**src/rtl/soc_bus_pkg.sv**
```systemverilog
// Shared definitions for the native (PicoRV32-style) bus decoder.
package soc_bus_pkg;

  typedef enum logic [1:0] {
    ST_IDLE = 2'd0,
    ST_BUSY = 2'd1,
    ST_RESP = 2'd2,
    ST_ERR  = 2'd3
  } state_e;

  localparam int          DEF_N_SLAVES  = 4;
  localparam logic [31:0] DEF_ERR_RDATA = 32'hDEAD_BEEF;
  localparam int          ERR_CNT_W     = 16;

endpackage

```
**src/rtl/native_bus_decoder_if.sv**
```systemverilog
// Native master bus between the core (master) and the decoder (slave).
interface native_bus_decoder_if;
  logic        m_valid;
  logic        m_instr;
  logic [31:0] m_addr;
  logic [31:0] m_wdata;
  logic [3:0]  m_wstrb;
  logic        m_ready;
  logic [31:0] m_rdata;

  modport master (
    output m_valid, m_instr, m_addr, m_wdata, m_wstrb,
    input  m_ready, m_rdata
  );

  modport slave (
    input  m_valid, m_instr, m_addr, m_wdata, m_wstrb,
    output m_ready, m_rdata
  );
endinterface

```
**src/rtl/native_bus_addr_decode.sv**
```systemverilog
// Combinational base/mask address match; lowest-index hitting slave wins.
module native_bus_addr_decode #(
  parameter int                     N_SLAVES   = 4,
  parameter int                     SEL_W      = 2,
  parameter logic [N_SLAVES*32-1:0] SLAVE_BASE = '0,
  parameter logic [N_SLAVES*32-1:0] SLAVE_MASK = '0
) (
  input  logic [31:0]      addr,
  output logic             hit,
  output logic [SEL_W-1:0] sel_idx
);

  // Scan from the highest index down so the lowest hitting index is kept last.
  always_comb begin
    hit     = 1'b0;
    sel_idx = '0;
    for (int i = N_SLAVES - 1; i >= 0; i--) begin
      if ((addr & SLAVE_MASK[32*i +: 32]) == SLAVE_BASE[32*i +: 32]) begin
        hit     = 1'b1;
        sel_idx = SEL_W'(i);
      end
    end
  end

endmodule

```
**src/rtl/native_bus_decoder.sv**
```systemverilog
// Native bus decoder: routes one master request to a slave, with
// unmapped-address and timeout error responses.
module native_bus_decoder
  import soc_bus_pkg::*;
#(
  parameter int                     N_SLAVES       = DEF_N_SLAVES,
  parameter logic [N_SLAVES*32-1:0] SLAVE_BASE     = {32'h3000_0000, 32'h2000_0000,
                                                      32'h1000_0000, 32'h0000_0000},
  parameter logic [N_SLAVES*32-1:0] SLAVE_MASK     = {N_SLAVES{32'hF000_0000}},
  parameter int unsigned            TIMEOUT_CYCLES = 255,
  parameter logic [31:0]            ERR_RDATA      = DEF_ERR_RDATA
) (
  input  logic                     clk,
  input  logic                     resetn,
  native_bus_decoder_if.slave      mbus,
  output logic [N_SLAVES-1:0]      s_valid,
  output logic                     s_instr,
  output logic [31:0]              s_addr,
  output logic [31:0]              s_wdata,
  output logic [3:0]               s_wstrb,
  input  logic [N_SLAVES*32-1:0]   s_rdata,
  input  logic [N_SLAVES-1:0]      s_ready,
  output logic                     bus_err,
  output logic [31:0]              err_addr,
  output logic [ERR_CNT_W-1:0]     err_count
);

  localparam int SEL_W = (N_SLAVES > 1) ? $clog2(N_SLAVES) : 1;

  state_e                 state_q, state_d;
  logic [SEL_W-1:0]       sel_q, sel_d;
  logic [31:0]            wait_q, wait_d;
  logic                   instr_q, instr_d;
  logic [31:0]            addr_q, addr_d;
  logic [31:0]            wdata_q, wdata_d;
  logic [3:0]             wstrb_q, wstrb_d;
  logic [31:0]            rdata_q, rdata_d;
  logic [31:0]            err_addr_q, err_addr_d;
  logic [ERR_CNT_W-1:0]   err_cnt_q, err_cnt_d;

  logic                   dec_hit;
  logic [SEL_W-1:0]       dec_sel;
  logic                   timeout_hit;

  function automatic logic [ERR_CNT_W-1:0] sat_inc(input logic [ERR_CNT_W-1:0] v);
    return (v == '1) ? v : v + 1'b1;
  endfunction

  native_bus_addr_decode #(
    .N_SLAVES   (N_SLAVES),
    .SEL_W      (SEL_W),
    .SLAVE_BASE (SLAVE_BASE),
    .SLAVE_MASK (SLAVE_MASK)
  ) u_addr_decode (
    .addr    (mbus.m_addr),
    .hit     (dec_hit),
    .sel_idx (dec_sel)
  );

  // A zero TIMEOUT_CYCLES never matches, so the slave may wait forever.
  assign timeout_hit = (TIMEOUT_CYCLES != 0) && (wait_q == TIMEOUT_CYCLES - 1);

  // Next-state logic; a ready from the selected slave beats a same-cycle timeout.
  always_comb begin
    state_d    = state_q;
    sel_d      = sel_q;
    wait_d     = wait_q;
    instr_d    = instr_q;
    addr_d     = addr_q;
    wdata_d    = wdata_q;
    wstrb_d    = wstrb_q;
    rdata_d    = rdata_q;
    err_addr_d = err_addr_q;
    err_cnt_d  = err_cnt_q;
    case (state_q)
      ST_IDLE: begin
        if (mbus.m_valid) begin
          instr_d = mbus.m_instr;
          addr_d  = mbus.m_addr;
          wdata_d = mbus.m_wdata;
          wstrb_d = mbus.m_wstrb;
          wait_d  = '0;
          if (dec_hit) begin
            sel_d   = dec_sel;
            state_d = ST_BUSY;
          end else begin
            rdata_d    = ERR_RDATA;
            err_addr_d = mbus.m_addr;
            err_cnt_d  = sat_inc(err_cnt_q);
            state_d    = ST_ERR;
          end
        end
      end
      ST_BUSY: begin
        if (s_ready[sel_q]) begin
          rdata_d = s_rdata[32*sel_q +: 32];
          state_d = ST_RESP;
        end else if (timeout_hit) begin
          rdata_d    = ERR_RDATA;
          err_addr_d = addr_q;
          err_cnt_d  = sat_inc(err_cnt_q);
          state_d    = ST_ERR;
        end else begin
          wait_d = wait_q + 32'd1;
        end
      end
      ST_RESP: state_d = ST_IDLE;
      ST_ERR:  state_d = ST_IDLE;
      default: state_d = ST_IDLE;
    endcase
  end

  // State and datapath registers; reset abandons any in-flight transaction.
  always_ff @(posedge clk or negedge resetn) begin
    if (!resetn) begin
      state_q    <= ST_IDLE;
      sel_q      <= '0;
      wait_q     <= '0;
      instr_q    <= 1'b0;
      addr_q     <= '0;
      wdata_q    <= '0;
      wstrb_q    <= '0;
      rdata_q    <= '0;
      err_addr_q <= '0;
      err_cnt_q  <= '0;
    end else begin
      state_q    <= state_d;
      sel_q      <= sel_d;
      wait_q     <= wait_d;
      instr_q    <= instr_d;
      addr_q     <= addr_d;
      wdata_q    <= wdata_d;
      wstrb_q    <= wstrb_d;
      rdata_q    <= rdata_d;
      err_addr_q <= err_addr_d;
      err_cnt_q  <= err_cnt_d;
    end
  end

  // One-hot slave select, only while waiting on a slave.
  always_comb begin
    s_valid = '0;
    for (int i = 0; i < N_SLAVES; i++) begin
      s_valid[i] = (state_q == ST_BUSY) && (sel_q == SEL_W'(i));
    end
  end

  assign s_instr      = instr_q;
  assign s_addr       = addr_q;
  assign s_wdata      = wdata_q;
  assign s_wstrb      = wstrb_q;
  assign mbus.m_ready = (state_q == ST_RESP) || (state_q == ST_ERR);
  assign mbus.m_rdata = rdata_q;
  assign bus_err      = (state_q == ST_ERR);
  assign err_addr     = err_addr_q;
  assign err_count    = err_cnt_q;

endmodule
```
**src/flat_wrapper.sv**
```systemverilog
// flat-port wrapper written by rule: the top's interface ports become plain ports
module native_bus_decoder_flat import soc_bus_pkg::*;
#(
  parameter int                     N_SLAVES       = DEF_N_SLAVES,
  parameter logic [N_SLAVES*32-1:0] SLAVE_BASE     = {32'h3000_0000, 32'h2000_0000,
                                                      32'h1000_0000, 32'h0000_0000},
  parameter logic [N_SLAVES*32-1:0] SLAVE_MASK     = {N_SLAVES{32'hF000_0000}},
  parameter int unsigned            TIMEOUT_CYCLES = 255,
  parameter logic [31:0]            ERR_RDATA      = DEF_ERR_RDATA
)
  (clk, resetn, s_valid, s_instr, s_addr, s_wdata, s_wstrb, s_rdata, s_ready, bus_err, err_addr, err_count, mbus_m_valid, mbus_m_instr, mbus_m_addr, mbus_m_wdata, mbus_m_wstrb, mbus_m_ready, mbus_m_rdata);
  native_bus_decoder_if mbus_i ();
  input  logic clk;
  input  logic resetn;
  output logic [N_SLAVES-1:0] s_valid;
  output logic s_instr;
  output logic [31:0] s_addr;
  output logic [31:0] s_wdata;
  output logic [3:0] s_wstrb;
  input  logic [N_SLAVES*32-1:0] s_rdata;
  input  logic [N_SLAVES-1:0] s_ready;
  output logic bus_err;
  output logic [31:0] err_addr;
  output logic [ERR_CNT_W-1:0] err_count;
  input wire logic [$bits(mbus_i.m_valid)-1:0] mbus_m_valid;
  input wire logic [$bits(mbus_i.m_instr)-1:0] mbus_m_instr;
  input wire logic [$bits(mbus_i.m_addr)-1:0] mbus_m_addr;
  input wire logic [$bits(mbus_i.m_wdata)-1:0] mbus_m_wdata;
  input wire logic [$bits(mbus_i.m_wstrb)-1:0] mbus_m_wstrb;
  output wire logic [$bits(mbus_i.m_ready)-1:0] mbus_m_ready;
  output wire logic [$bits(mbus_i.m_rdata)-1:0] mbus_m_rdata;
  assign mbus_i.m_valid = mbus_m_valid;
  assign mbus_i.m_instr = mbus_m_instr;
  assign mbus_i.m_addr = mbus_m_addr;
  assign mbus_i.m_wdata = mbus_m_wdata;
  assign mbus_i.m_wstrb = mbus_m_wstrb;
  assign mbus_m_ready = mbus_i.m_ready;
  assign mbus_m_rdata = mbus_i.m_rdata;
  native_bus_decoder #(.N_SLAVES(N_SLAVES), .SLAVE_BASE(SLAVE_BASE), .SLAVE_MASK(SLAVE_MASK), .TIMEOUT_CYCLES(TIMEOUT_CYCLES), .ERR_RDATA(ERR_RDATA)) u_core (.clk(clk), .resetn(resetn), .mbus(mbus_i), .s_valid(s_valid), .s_instr(s_instr), .s_addr(s_addr), .s_wdata(s_wdata), .s_wstrb(s_wstrb), .s_rdata(s_rdata), .s_ready(s_ready), .bus_err(bus_err), .err_addr(err_addr), .err_count(err_count));
endmodule
```
**config.mk**
```make
export PLATFORM = sky130hd
export DESIGN_NAME = native_bus_decoder_flat
export DESIGN_NICKNAME = d
export VERILOG_FILES = /design/src/rtl/soc_bus_pkg.sv /design/src/rtl/native_bus_decoder_if.sv /design/src/rtl/native_bus_addr_decode.sv /design/src/rtl/native_bus_decoder.sv /design/src/flat_wrapper.sv
export SDC_FILE = /design/constraint.sdc
export NUM_CORES = 1
export LEC_CHECK = 0
export BUFFER_PORTS_ARGS = -buffer_cell sky130_fd_sc_hd__buf_2
export CELL_PAD_IN_SITES_DETAIL_PLACEMENT = 0
export CELL_PAD_IN_SITES_GLOBAL_PLACEMENT = 2
export CORE_UTILIZATION = 31
export DETAILED_ROUTE_END_ITERATION = 10
export PLACE_DENSITY = 0.85
export SYNTH_ARGS = -nofsm -noshare
export SYNTH_HDL_FRONTEND = slang
export SYNTH_HIERARCHICAL = 1
export SYNTH_SLANG_ARGS = --single-unit
```
**constraint.sdc**
```tcl
create_clock -name clk -period 6.55 [get_ports clk]
set_clock_uncertainty 0.2 [all_clocks]
set_input_delay 0.3275 -clock clk [delete_from_list [all_inputs] [get_ports clk]]
set_output_delay 0.3275 -clock clk [all_outputs]
set_load 0.05 [all_outputs]
```
# Yosys cells after proc, flatten, opt, wreduce, memory -nomap -nowiden
# Cells that the tools add are included.
# totals
output_inout_bits,155
inputBits,204
word_cells,82
reg_bits,185
# op_classes
add_sub_neg,2
n_lt_le_gt_ge,1
muxes,35
n_eq_ne,17
n_reduce_logical,16
n_shift,1
# ops
operator,n
$mux 32,11
$pmux 32 s2,3
$shiftx 128x8->32,1
$mux 16,5
$add 32x1->32 const B,1
$eq 32x8->1 const B,1
$logic_not 32->1,1
$pmux 16 s2,1
$add 16x1->16 const B,1
$eq 16x16->1 const B,1
$mux 2,8
$eq 2x2->1 const B,4
$eq 4x2->1 const B,2
$ne 2x2->1 const B,4
$reduce_and 4->1,2
$pmux 2 s3,1
$mux 1,5
$reduce_and 5->1,1
$eq 2x1->1 const B,2
$eq 4x1->1 const B,1
$logic_and 1x1->1,4
$logic_not 2->1,2
$reduce_and 2->1,2
$lt 2x3->1 const B,1
other kinds (7),7

# Longest topological paths before layout
# Gate-level depths: netlist of the first run.
# depth
ltp_word,8
depth_mapped,11
depth_no_buf,8

# Cells and area by module
# Netlist of the first run, hierarchy kept.
# modules_own_cells
mod,n_inst,seq_area_each_um2,area_per_inst_um2,cells_per_inst
native_bus_decoder,1,4629.4,8822.2,845
native_bus_addr_decode,1,0.0,18.8,3

# Worst setup path after synthesis of the first run
# No wires, ideal clock.
# synth_timing
kind,flip-flop to output port
start,register u_core.sel_q[0]
end,output port s_valid[1]
path_buffers,2
path_slack_ns,3.772
required_time_ns,6.023
stages_incl_launch_ff,4
t_arrival_ns,2.250
path_cell_list,dfrtp_1 -> buf_2 -> clkbuf_1 -> nor3b_1
# synth_between
elab_chain_len,2
# synth_lines
element,line,text
start: declaration,native_bus_decoder.sv:31,"logic [SEL_W-1:0] sel_q, sel_d;"
start signal: assignment,native_bus_decoder.sv:128,sel_q <= sel_d;
$eq 2x1->1,native_bus_decoder.sv:144,s_valid[i] = (state_q == ST_BUSY) && (sel_q == SEL_W'(i));
$logic_and 1x1->1,native_bus_decoder.sv:144,
end: declaration,flat_wrapper.sv:15,output logic [N_SLAVES-1:0] s_valid;
# No other way between the ends.

# Worst setup path in the final report of the first run
# layout_timing
start,register u_core.sel_q[1]
end,register u_core.wait_q[10]
# layout_between
elab_chain_len,4
# layout_lines
element,line,text
$bmux 1 s2,native_bus_decoder.sv:95,if (s_ready[sel_q]) begin
$mux 1 (implied by the code),native_bus_decoder.sv:95,
$ne 2x2->1 (no source line),--,
$reduce_and 4->1 (no source line),--,
end signal: assignment,native_bus_decoder.sv:129,wait_q <= wait_d;
end: declaration,native_bus_decoder.sv:32,"logic [31:0] wait_q, wait_d;"
# No other way between the ends. The select of a mux whose other input is x is not followed.
# A chain may end at the register's enable or synchronous reset.

==> impl_results.md, run 1 <==
- Status: finished clean
- Critical path arrival: 3.41 ns
- CP Class: reg2reg
- Asr flop ratio synth: 1.000
- Initial antenna violation count: 0
- Post-route ant nets: 0
- Worst-path maximum fanout: 39
- Ports: 359
- CTS tree: done
- WL met2: 12640 um
- Leading cell type in the layout, fill and taps excluded: buf_2
- Worst path required time: 6.66 ns
- CP Launch Type: flip-flop
- DRC Markers: 0
- Via count: 7708
- Post-Syn Instances: 848
- Fin crit share: 0.5026
- Count of pins over their slew limit: 0
- Core Region: 27930 um2
- FMAX: 0.3037 GHz
- Routed len/inst: 16.72 um
- Number of synthesized flops with an enable pin: 0
- DIE WIDTH: 170.9 um
- Hpwl dp: 19170 um
- Clock power share: 0.173
- Final setup viols: 0
- Finished Layout Cells: 1642
- Clk_lat worst skew: 0.44 ns
- Headroom to the max-slew limit: 0.3762
- Post-route setup TNS: 0 ns
- Max-cap violations: 0
- Post-synth top area cell: dfrtp_1
- Top_reg_cell synth: dfrtp_1
- Post-CTS setup buffer count: 0
- Number of global-route vias before repair: 7340
- Layout Utilization: 0.4374
- VDD IR max: 0.2421 mV
- Critical path buffer and inverter count: 0
- DRT iter0 DRCs: 450
- Clock transition at the registers of the reported paths: 0.08 ns
- Yosys warning count: 6
- Largest net degree at the start of global routing: 83
- Combinational share of power: 0.522
- Post-route minimum period: 3.292 ns
- Die height: 170.9 um
- Routed WL: 27460 um
- Psw: 3.075 mW
- Bufs on Longest Clock Path: 2
- Area fraction of the dominant cell type after synthesis: 0.5236
- Root Buffer: clkbuf_16
- Synthesized flop and latch total: 185
- Internal: 2.888 mW
- Cell family contributing the most delay on the critical path: simple AND/OR/NAND/NOR gates
- Worst slew pin tran: 0.9357 ns
- Max incr delay on CP: 0.97 ns
- DR WL met3: 1598 um
- Global-route wire length before repair: 41450 um
- Clock sinks: 185
- Layout cells sized above 1: 0.3797
- Max layer used: met4
- Net Count, Synth: 1055
- Synthesized area per cell: 10.43 um2
- Crit path max-delay cell type: dfrtp_2
- Gr usage total: 0.1844
- P_leak: 5.959 nW
- Final Hold Fails: 0
- Rows: 61
- Area Growth Syn to Fin: 38.21%
- Crit-path cells: mux2_2 -> o2bb2ai_1 -> or4_1 -> nor2_1 -> a21oi_1 -> a211o_1
- WL met1: 12720 um
- RSZ-0062 raised after global routing: no
- Most frequent cells in the layout: 357 x buf_2, 265 x nand2_1, 183 x dfrtp_1
- DRT Pass-1 Iters: 5
- Hold crit path type: in2reg
- Initial core utilization: 0.3165
- Fin nets: 1458
- Gpl congestion: 0.8022
- Crit. End Element: flip-flop
- Post-synthesis cell area: 8841 um2
- IO Port Bufs: 358
- PwrDens: 488.0 nW/um2
- Net Sw Frac: 0.5157
- Via/cell ratio: 4.694
- Register area share after synthesis: 0.5236
- Synth top area cells: dfrtp_1 52%, nand2_1 11%, mux4_2 8.2%, mux2i_1 4.0%, xnor2_1 3.2%
- Total grt overflow: 0
- Area of the die: 29200 um2
- Reg power frac: 0.305
- Netlist cell types: 53
- H-tree depth: 4
- Placed cell count: 1540
- Antenna Cells: 0
- CTS Buf Count: 17
cell type report:
class / count / area, um2
Timing Repair Buffer: 437 / 2569
Clock inverter: 14 / 153.9
Clock buffer: 18 / 429.2
Sequential cell: 185 / 4632
Multi-Input combinational cell: 602 / 3920
Tap cell: 378 / 473.0
Fill cell: 2826 / 15720
Inverter: 8 / 42.54
timing repair:
action	CTS	global route
hold buffers	70	0
endpoints found under the setup margin	0	0
endpoints found under the hold margin	169	0
gates resized for setup	0	0
final timing paths:
path                       slack, ns          startpoint  cells past startpoint                     end
hold / removal                  0.13         s_rdata[70]                      3  u_core/mbus.m_rdata[6]
setup / recovery                3.26     u_core/sel_q[1]                      6       u_core/wait_q[10]
min in group asynchronous       0.28              resetn                      2       u_core/s_wdata[7]
hold reg to reg                 0.27  u_core/s_wdata[18]                      2      u_core/s_wdata[18]
setup reg to reg                3.26     u_core/sel_q[1]                      6       u_core/wait_q[10]
max in group asynchronous       4.51              resetn                      3         u_core/sel_q[1]
power groups by stage:
stage / clock network (mW) / logic (mW) / registers [mW]
2_1_floorplan: 0 / 1.10 / 3.05
3_3_place_gp: 0 / 3.10 / 1.82
3_5_place_dp: 0 / 3.11 / 1.84
4_1_cts: 1.07 / 3.15 / 1.83
5_1_grt: 1.11 / 3.31 / 1.88
6_report: 1.03 / 3.11 / 1.82
sequential cells by signal, summed over array words and instances (netlist names):
register	flops
u_core/s_wstrb	4
u_core/s_wdata	32
u_core/s_addr	32
u_core/sel_q	2
u_core/wait_q	32
u_core/err_addr	32
u_core/err_count	16
u_core/mbus.m_rdata	32
u_core/state_q	2
u_core/s_instr	1
Yosys cell counts (all sizes together) (14+ instances only):
library cell / number
nor2: 37
dfrtp: 185
buf: 17
nand3: 15
o21ai: 39
clkbuf: 36
mux2i: 35
xnor2: 32
nor3: 18
mux4: 32
nand2: 266
o22a: 24
nand4: 14
tightest hold or removal path: cells and delay by family:
family                 cells  cell delay [ns]
muxes                      1             0.22
AOI/OAI and AO/OA          1             0.12
buffers and inverters      1             0.07
metrics by stage:
step	hold slack (ns)	area, um2	setup slack, ns	total power [mW]
after floorplan	-0.1681	8841	3.772	4.151
after global placement	0.2387	10940	3.242	4.925
after global routing	0.1122	12220	3.086	6.302
after CTS	0.1099	12220	3.233	6.037
after detailed placement	0.2407	10940	3.241	4.955
final	0.1315	12220	3.258	5.963
routing by layer:
metal  GRT usage  up-vias
li1            -     3733
met1      0.2577     3718
met2      0.2804      231
met3     0.04464       26
met4     0.05823        0
met5           0        -
cell families (layout without fill, tap and decap cells):
kind of cell             Yosys count  after routing  synth area share
AND/OR/NAND/NOR                  395            395            0.1976
flip-flops                       185            185            0.5236
AO/OA/AOI/OAI                     98             98           0.07954
multiplexers                      70             70            0.1250
buffers and inverters             61            477           0.03439
XOR/XNOR                          36             36           0.03566
adder cells (fa/ha/maj)            3              3          0.004246
No activity file was read; power rests on OpenSTA's default activity.
==> inputs of run 2 (changes only) <==
--- a/config.mk
+++ b/config.mk
@@ -8,9 +8,9 @@
 export BUFFER_PORTS_ARGS = -buffer_cell sky130_fd_sc_hd__buf_2
 export CELL_PAD_IN_SITES_DETAIL_PLACEMENT = 0
 export CELL_PAD_IN_SITES_GLOBAL_PLACEMENT = 2
-export CORE_UTILIZATION = 31
+export CORE_UTILIZATION = 29
 export DETAILED_ROUTE_END_ITERATION = 10
-export PLACE_DENSITY = 0.85
+export PLACE_DENSITY = 0.81
 export SYNTH_ARGS = -nofsm -noshare
 export SYNTH_HDL_FRONTEND = slang
 export SYNTH_HIERARCHICAL = 1
==> constraint.sdc (replaced) <==
create_clock -name clk -period 3.1 [get_ports clk]
set_clock_uncertainty 0.2 [all_clocks]
set_input_delay 0.155 -clock clk [delete_from_list [all_inputs] [get_ports clk]]
set_output_delay 0.155 -clock clk [all_outputs]
set_load 0.05 [all_outputs]
==> run 2 against run 1 <==
  * Sequential share of layout area decreased by 2.1 points
  * Core utilization decreased by 0.29 points
  * Flip-flop and latch count unchanged
  * Combinational power increased by 120%
==> impl_results.md, run 2 (synthesized netlist as in run 1, its figures left out) <==
- Initial core utilization: 0.2967
- DIE WIDTH: 176.6 um
- Largest net degree at the start of global routing: 92
- RSZ-0062 raised after global routing: no
- VDD IR max: 0.4764 mV
- Headroom to the max-slew limit: 0.5482
- Cell family contributing the most delay on the critical path: compound AO/OA/AOI/OAI gates
- CP Launch Type: flip-flop
- Post-cts gate resize count: 0
- Initial antenna violation count: 1
- Multi-input combinational cell area: 3920 um2
- Count of pins over their slew limit: 0
- DRT Pass-1 Iters: 5
- Max-cap violations: 0
- CTS tree: done
- PwrDens: 999.9 nW/um2
- Area of the die: 31190 um2
- Layout fillers: 2986
- Post-route ant nets: 0
- Worst-path maximum fanout: 9
- Most frequent cells in the layout: 357 x buf_2, 265 x nand2_1, 183 x dfrtp_1
- Global-route wire length before repair: 43970 um
- Clk_lat worst skew: 0.43 ns
- Hold crit path type: in2reg
- CTS Buf Count: 17
- Worst path required time: 3.21 ns
- Status: finished clean
- FMAX: 0.3615 GHz
- Number of global-route vias before repair: 8021
- DRC Markers: 0
- H-tree depth: 4
- Leading cell type in the layout, fill and taps excluded: buf_2
- Pwr Total: 12.95 mW
- Post-route minimum period: 2.766 ns
- Hpwl dp: 19980 um
- Bufs on Longest Clock Path: 2
- Clock sinks: 185
- Register area: 4632 um2
- Fin crit share: 0.8924
- Gr usage total: 0.1801
- Area Growth Syn to Fin: 46.46%
- Total grt overflow: 0
- Worst slew pin tran: 0.6777 ns
- Critical path buffer and inverter count: 1
- Crit-path cells: inv_1 -> ha_1 -> nor4b_2 -> nand4_1 -> or3_1 -> a311o_1 -> a22o_2
- Die height: 176.6 um
- Gpl congestion: 0.8237
- DRT iter0 DRCs: 349
- Post-CTS setup buffer count: 0
- Rows: 63
- Root Buffer: clkbuf_16
- Final setup viols: 0
- Area after DPL: 11040 um2
- IO Port Bufs: 358
- Core Region: 29800 um2
- Clock transition at the registers of the reported paths: 0.07 ns
- Final Hold Fails: 0
- Routed WL: 28340 um
- Post-route setup TNS: 0 ns
- Layout cells sized above 1: 0.3661
- P_leak: 6.264 nW
- Max incr delay on CP: 0.59 ns
- Routed len/inst: 16.44 um
- Final Cell Area: 12950 um2
- Crit path max-delay cell type: a311o_1
- Critical path arrival: 2.88 ns
- Via count: 8055
- Ports: 359
- Fin nets: 1527
- Via/cell ratio: 4.672
- Crit. End Element: flip-flop
- CP Class: reg2reg
[run 2: cell count changes in the layout (fill, tap and decap cells not counted), sizes merged]
cell,delta
buf,+7
clkbuf,-1
clkinv,+1
clkinvlp,+1
diode,+1
dlygate4sd3,+62
inv,-1
[run 2: routing by layer]
| metal | vias up | GRT usage | routed length (um) |
|---|---|---|---|
| met2 | 277 | 0.2802 | 13220 |
| met3 | 27 | 0.04737 | 1863 |
| met1 | 3871 | 0.2446 | 12810 |
| met4 | 0 | 0.05388 | 441 |
| met5 | - | 0 | 0 |
| li1 | 3880 | - | - |
[run 2: cell type report]
cell class | count | area share
repair buffers | 506 | 0.2533
clock inverters | 15 | 0.01227
clock buffers | 17 | 0.03285
diodes | 1 | 0.0001933
well taps | 390 | 0.03768
multi-input cells | 602 | 0.3027
inverters | 8 | 0.003285
flip-flops and latches | 185 | 0.3577
[run 2: path summary, 6_finish.rpt]
path                                       start                      to  slack, ns  depth (start not counted)
worst max-delay path            u_core/wait_q[0]  u_core/mbus.m_rdata[8]       0.33                          7
worst min-delay path                mbus_m_valid       u_core/state_q[0]       0.04                          3
worst max register to register  u_core/wait_q[0]  u_core/mbus.m_rdata[8]       0.33                          7
worst min register to register    u_core/s_instr          u_core/s_instr       0.27                          2
max in group asynchronous                 resetn     u_core/err_addr[11]       1.80                          3
min in group asynchronous                 resetn     u_core/err_count[5]       0.05                          2
[run 2: repair_timing]
item,in CTS,in global routing
hold endpoints to repair,264,0
hold buffers,132,0
endpoints found under the setup margin,0,0
[run 2: power breakdown]
part	internal, mW	switching, mW
Clock	1.08	1.08
Combinational	2.05	4.95
Sequential	3.24	0.549
Total	6.37	6.58
[run 2: worst reg2reg max path, cell delays in order (launching register included)]
cell     delay (ns)
dfrtp_1        0.41
inv_1          0.10
ha_1           0.14
nor4b_2        0.19
nand4_1        0.16
or3_1          0.51
a311o_1        0.59
a22o_2         0.34
[run 2: through the flow]
step / cells / util / setup slack [ns] / hold slack [ns]
after floorplan: 848 / - / 0.4947 / -0.3406
after global placement: 1559 / 0.3705 / 0.4017 / -0.04585
after detailed placement: 1559 / 0.3705 / 0.3384 / -0.04792
after CTS: 1723 / 0.4345 / 0.3037 / 0.008846
after global routing: 1724 / 0.4346 / 0.1634 / 0.02497
final: 1724 / 0.4346 / 0.3335 / 0.04448
==> inputs of run 3 (changes only) <==
--- a/config.mk
+++ b/config.mk
@@ -11,6 +11,7 @@
 export CORE_UTILIZATION = 29
 export DETAILED_ROUTE_END_ITERATION = 10
 export PLACE_DENSITY = 0.81
+export REMOVE_ABC_BUFFERS = 1
 export SYNTH_ARGS = -nofsm -noshare
 export SYNTH_HDL_FRONTEND = slang
 export SYNTH_HIERARCHICAL = 1
==> run 3 against run 2 <==
  * Core utilization shrank 0.063 points
  * Sequential power is essentially flat
  * First-iteration DRC count shrank 19%
  * Maximum frequency shrank 3.3%
  * Wire length grew 0.92%
  * Clock-buffer cell count grew 2
  * Flip-flop and latch count is the same
  * Critical path type unchanged
  * Critical endpoint is now u_core/mbus.m_rdata[20]
==> impl_results.md, run 3 (synthesized netlist as in run 1, its figures left out) <==
- Status: finished clean
- Post-route setup TNS: 0 ns
- Worst-path maximum fanout: 24
- Clock transition at the registers of the reported paths: 0.08 ns
- Layout cells sized above 1: 0.3646
- Area Growth Syn to Fin: 46.25%
- Finished Layout Cells: 1726
- DRT Pass-1 Iters: 5
- PwrDens: 997.4 nW/um2
- Via count: 8149
- Worst path required time: 3.22 ns
- Area of the die: 31190 um2
- CTS tree: done
- Fin nets: 1527
- Final setup viols: 0
- Routed len/inst: 16.57 um
- Post-CTS setup buffer count: 0
- Number of global-route vias before repair: 8348
- Ports: 359
- FMAX: 0.3496 GHz
- Final Hold Fails: 0
- Worst slew pin tran: 0.7217 ns
- Largest net degree at the start of global routing: 78
- CP Launch Type: flip-flop
- Initial antenna violation count: 4
- H-tree depth: 4
- Post-route minimum period: 2.861 ns
- CTS Buf Count: 17
- VDD IR max: 0.4922 mV
- DRC Markers: 0
- Bufs on Longest Clock Path: 2
- DRT iter0 DRCs: 284
- Critical path arrival: 2.98 ns
- Via/cell ratio: 4.721
- Routed WL: 28600 um
- Cts-stage hold buffer count: 130
- IO Port Bufs: 358
- Total grt overflow: 0
- Count of pins over their slew limit: 0
- Hold crit path type: in2reg
- Headroom to the max-slew limit: 0.5171
- Gpl congestion: 0.7751
- Max-cap violations: 0
- Placed cell count: 1559
- Post-route ant nets: 0
- Clk_lat worst skew: 0.42 ns
- Hpwl dp: 20040 um
- Most frequent cells in the layout: 357 x buf_2, 265 x nand2_1, 184 x dfrtp_1
- Rows: 63
- R2R depth: 4
- Initial core utilization: 0.2967
- Die height: 176.6 um
- Leading cell type in the layout, fill and taps excluded: buf_2
- Global-route wire length before repair: 44770 um
- Post-cts gate resize count: 0
- Crit. End Element: flip-flop
- Gr usage total: 0.1838
- RSZ-0062 raised after global routing: no
- Fin crit share: 0.9228
- Core Region: 29800 um2
- Hold-critical path depth: 3
- Clock sinks: 185
- P_leak: 6.255 nW
- Root Buffer: clkbuf_16
- DIE WIDTH: 176.6 um
- CP Class: reg2reg
[run 3: through the flow]
| step | hold WS, ns | util | area, um2 | setup slack (ns) | total power [mW] |
|---|---|---|---|---|---|
| after CTS | 0.002528 | 0.4330 | 12900 | 0.2046 | 13.04 |
| after global routing | 0.0007803 | 0.4339 | 12930 | 0.09152 | 13.69 |
| after detailed placement | 0.03185 | 0.3701 | 11030 | 0.3223 | 10.52 |
| after global placement | 0.03320 | 0.3701 | 11030 | 0.3840 | 10.46 |
| after floorplan | -0.3406 | - | 8579 | -1.970 | 8.655 |
| final | 0.02181 | 0.4339 | 12930 | 0.2394 | 12.90 |
[run 3: power by group]
group | internal [mW] | total (mW) | switching [mW]
combinational | 2.03 | 6.92 | 4.89
clock | 1.09 | 2.15 | 1.06
sequential | 3.24 | 3.82 | 0.579
[run 3: worst paths after layout]
| kind | startpoint | to | slack [ns] |
|---|---|---|---|
| max | u_core/sel_q[0] | u_core/mbus.m_rdata[20] | 0.24 |
| min | s_rdata[123] | u_core/mbus.m_rdata[27] | 0.02 |
| max reg2reg | u_core/sel_q[0] | u_core/mbus.m_rdata[20] | 0.24 |
| min reg2reg | u_core/s_wdata[29] | u_core/s_wdata[29] | 0.27 |
| max in group asynchronous | resetn | u_core/s_addr[3] | 1.77 |
| min in group asynchronous | resetn | u_core/mbus.m_rdata[13] | 0.10 |
[run 3: critical path: stages, from the launching register on]
cell	delay, ns
dfrtp_2	0.67
buf_4	0.50
mux4_2	0.57
dlygate4sd3_1	0.60
a22o_2	0.21
[run 3: layer usage]
| metal | GRT usage | vias up | routed length (um) |
|---|---|---|---|
| li1 | - | 3876 | - |
| met4 | 0.06609 | 0 | 741 |
| met2 | 0.3270 | 324 | 14410 |
| met1 | 0.2125 | 3913 | 11300 |
| met3 | 0.04565 | 36 | 2143 |
| met5 | 0 | - | 0 |
[run 3: final cells by class]
class | instances | area (um2)
Tap cell | 390 | 488.0
Multi-Input combinational cell | 602 | 3920
Clock inverter | 13 | 131.4
Timing Repair Buffer | 506 | 3267
Antenna cell | 3 | 7.507
Fill cell | 2928 | 16870
Inverter | 8 | 42.54
Sequential cell | 185 | 4631
Clock buffer | 19 | 442.9
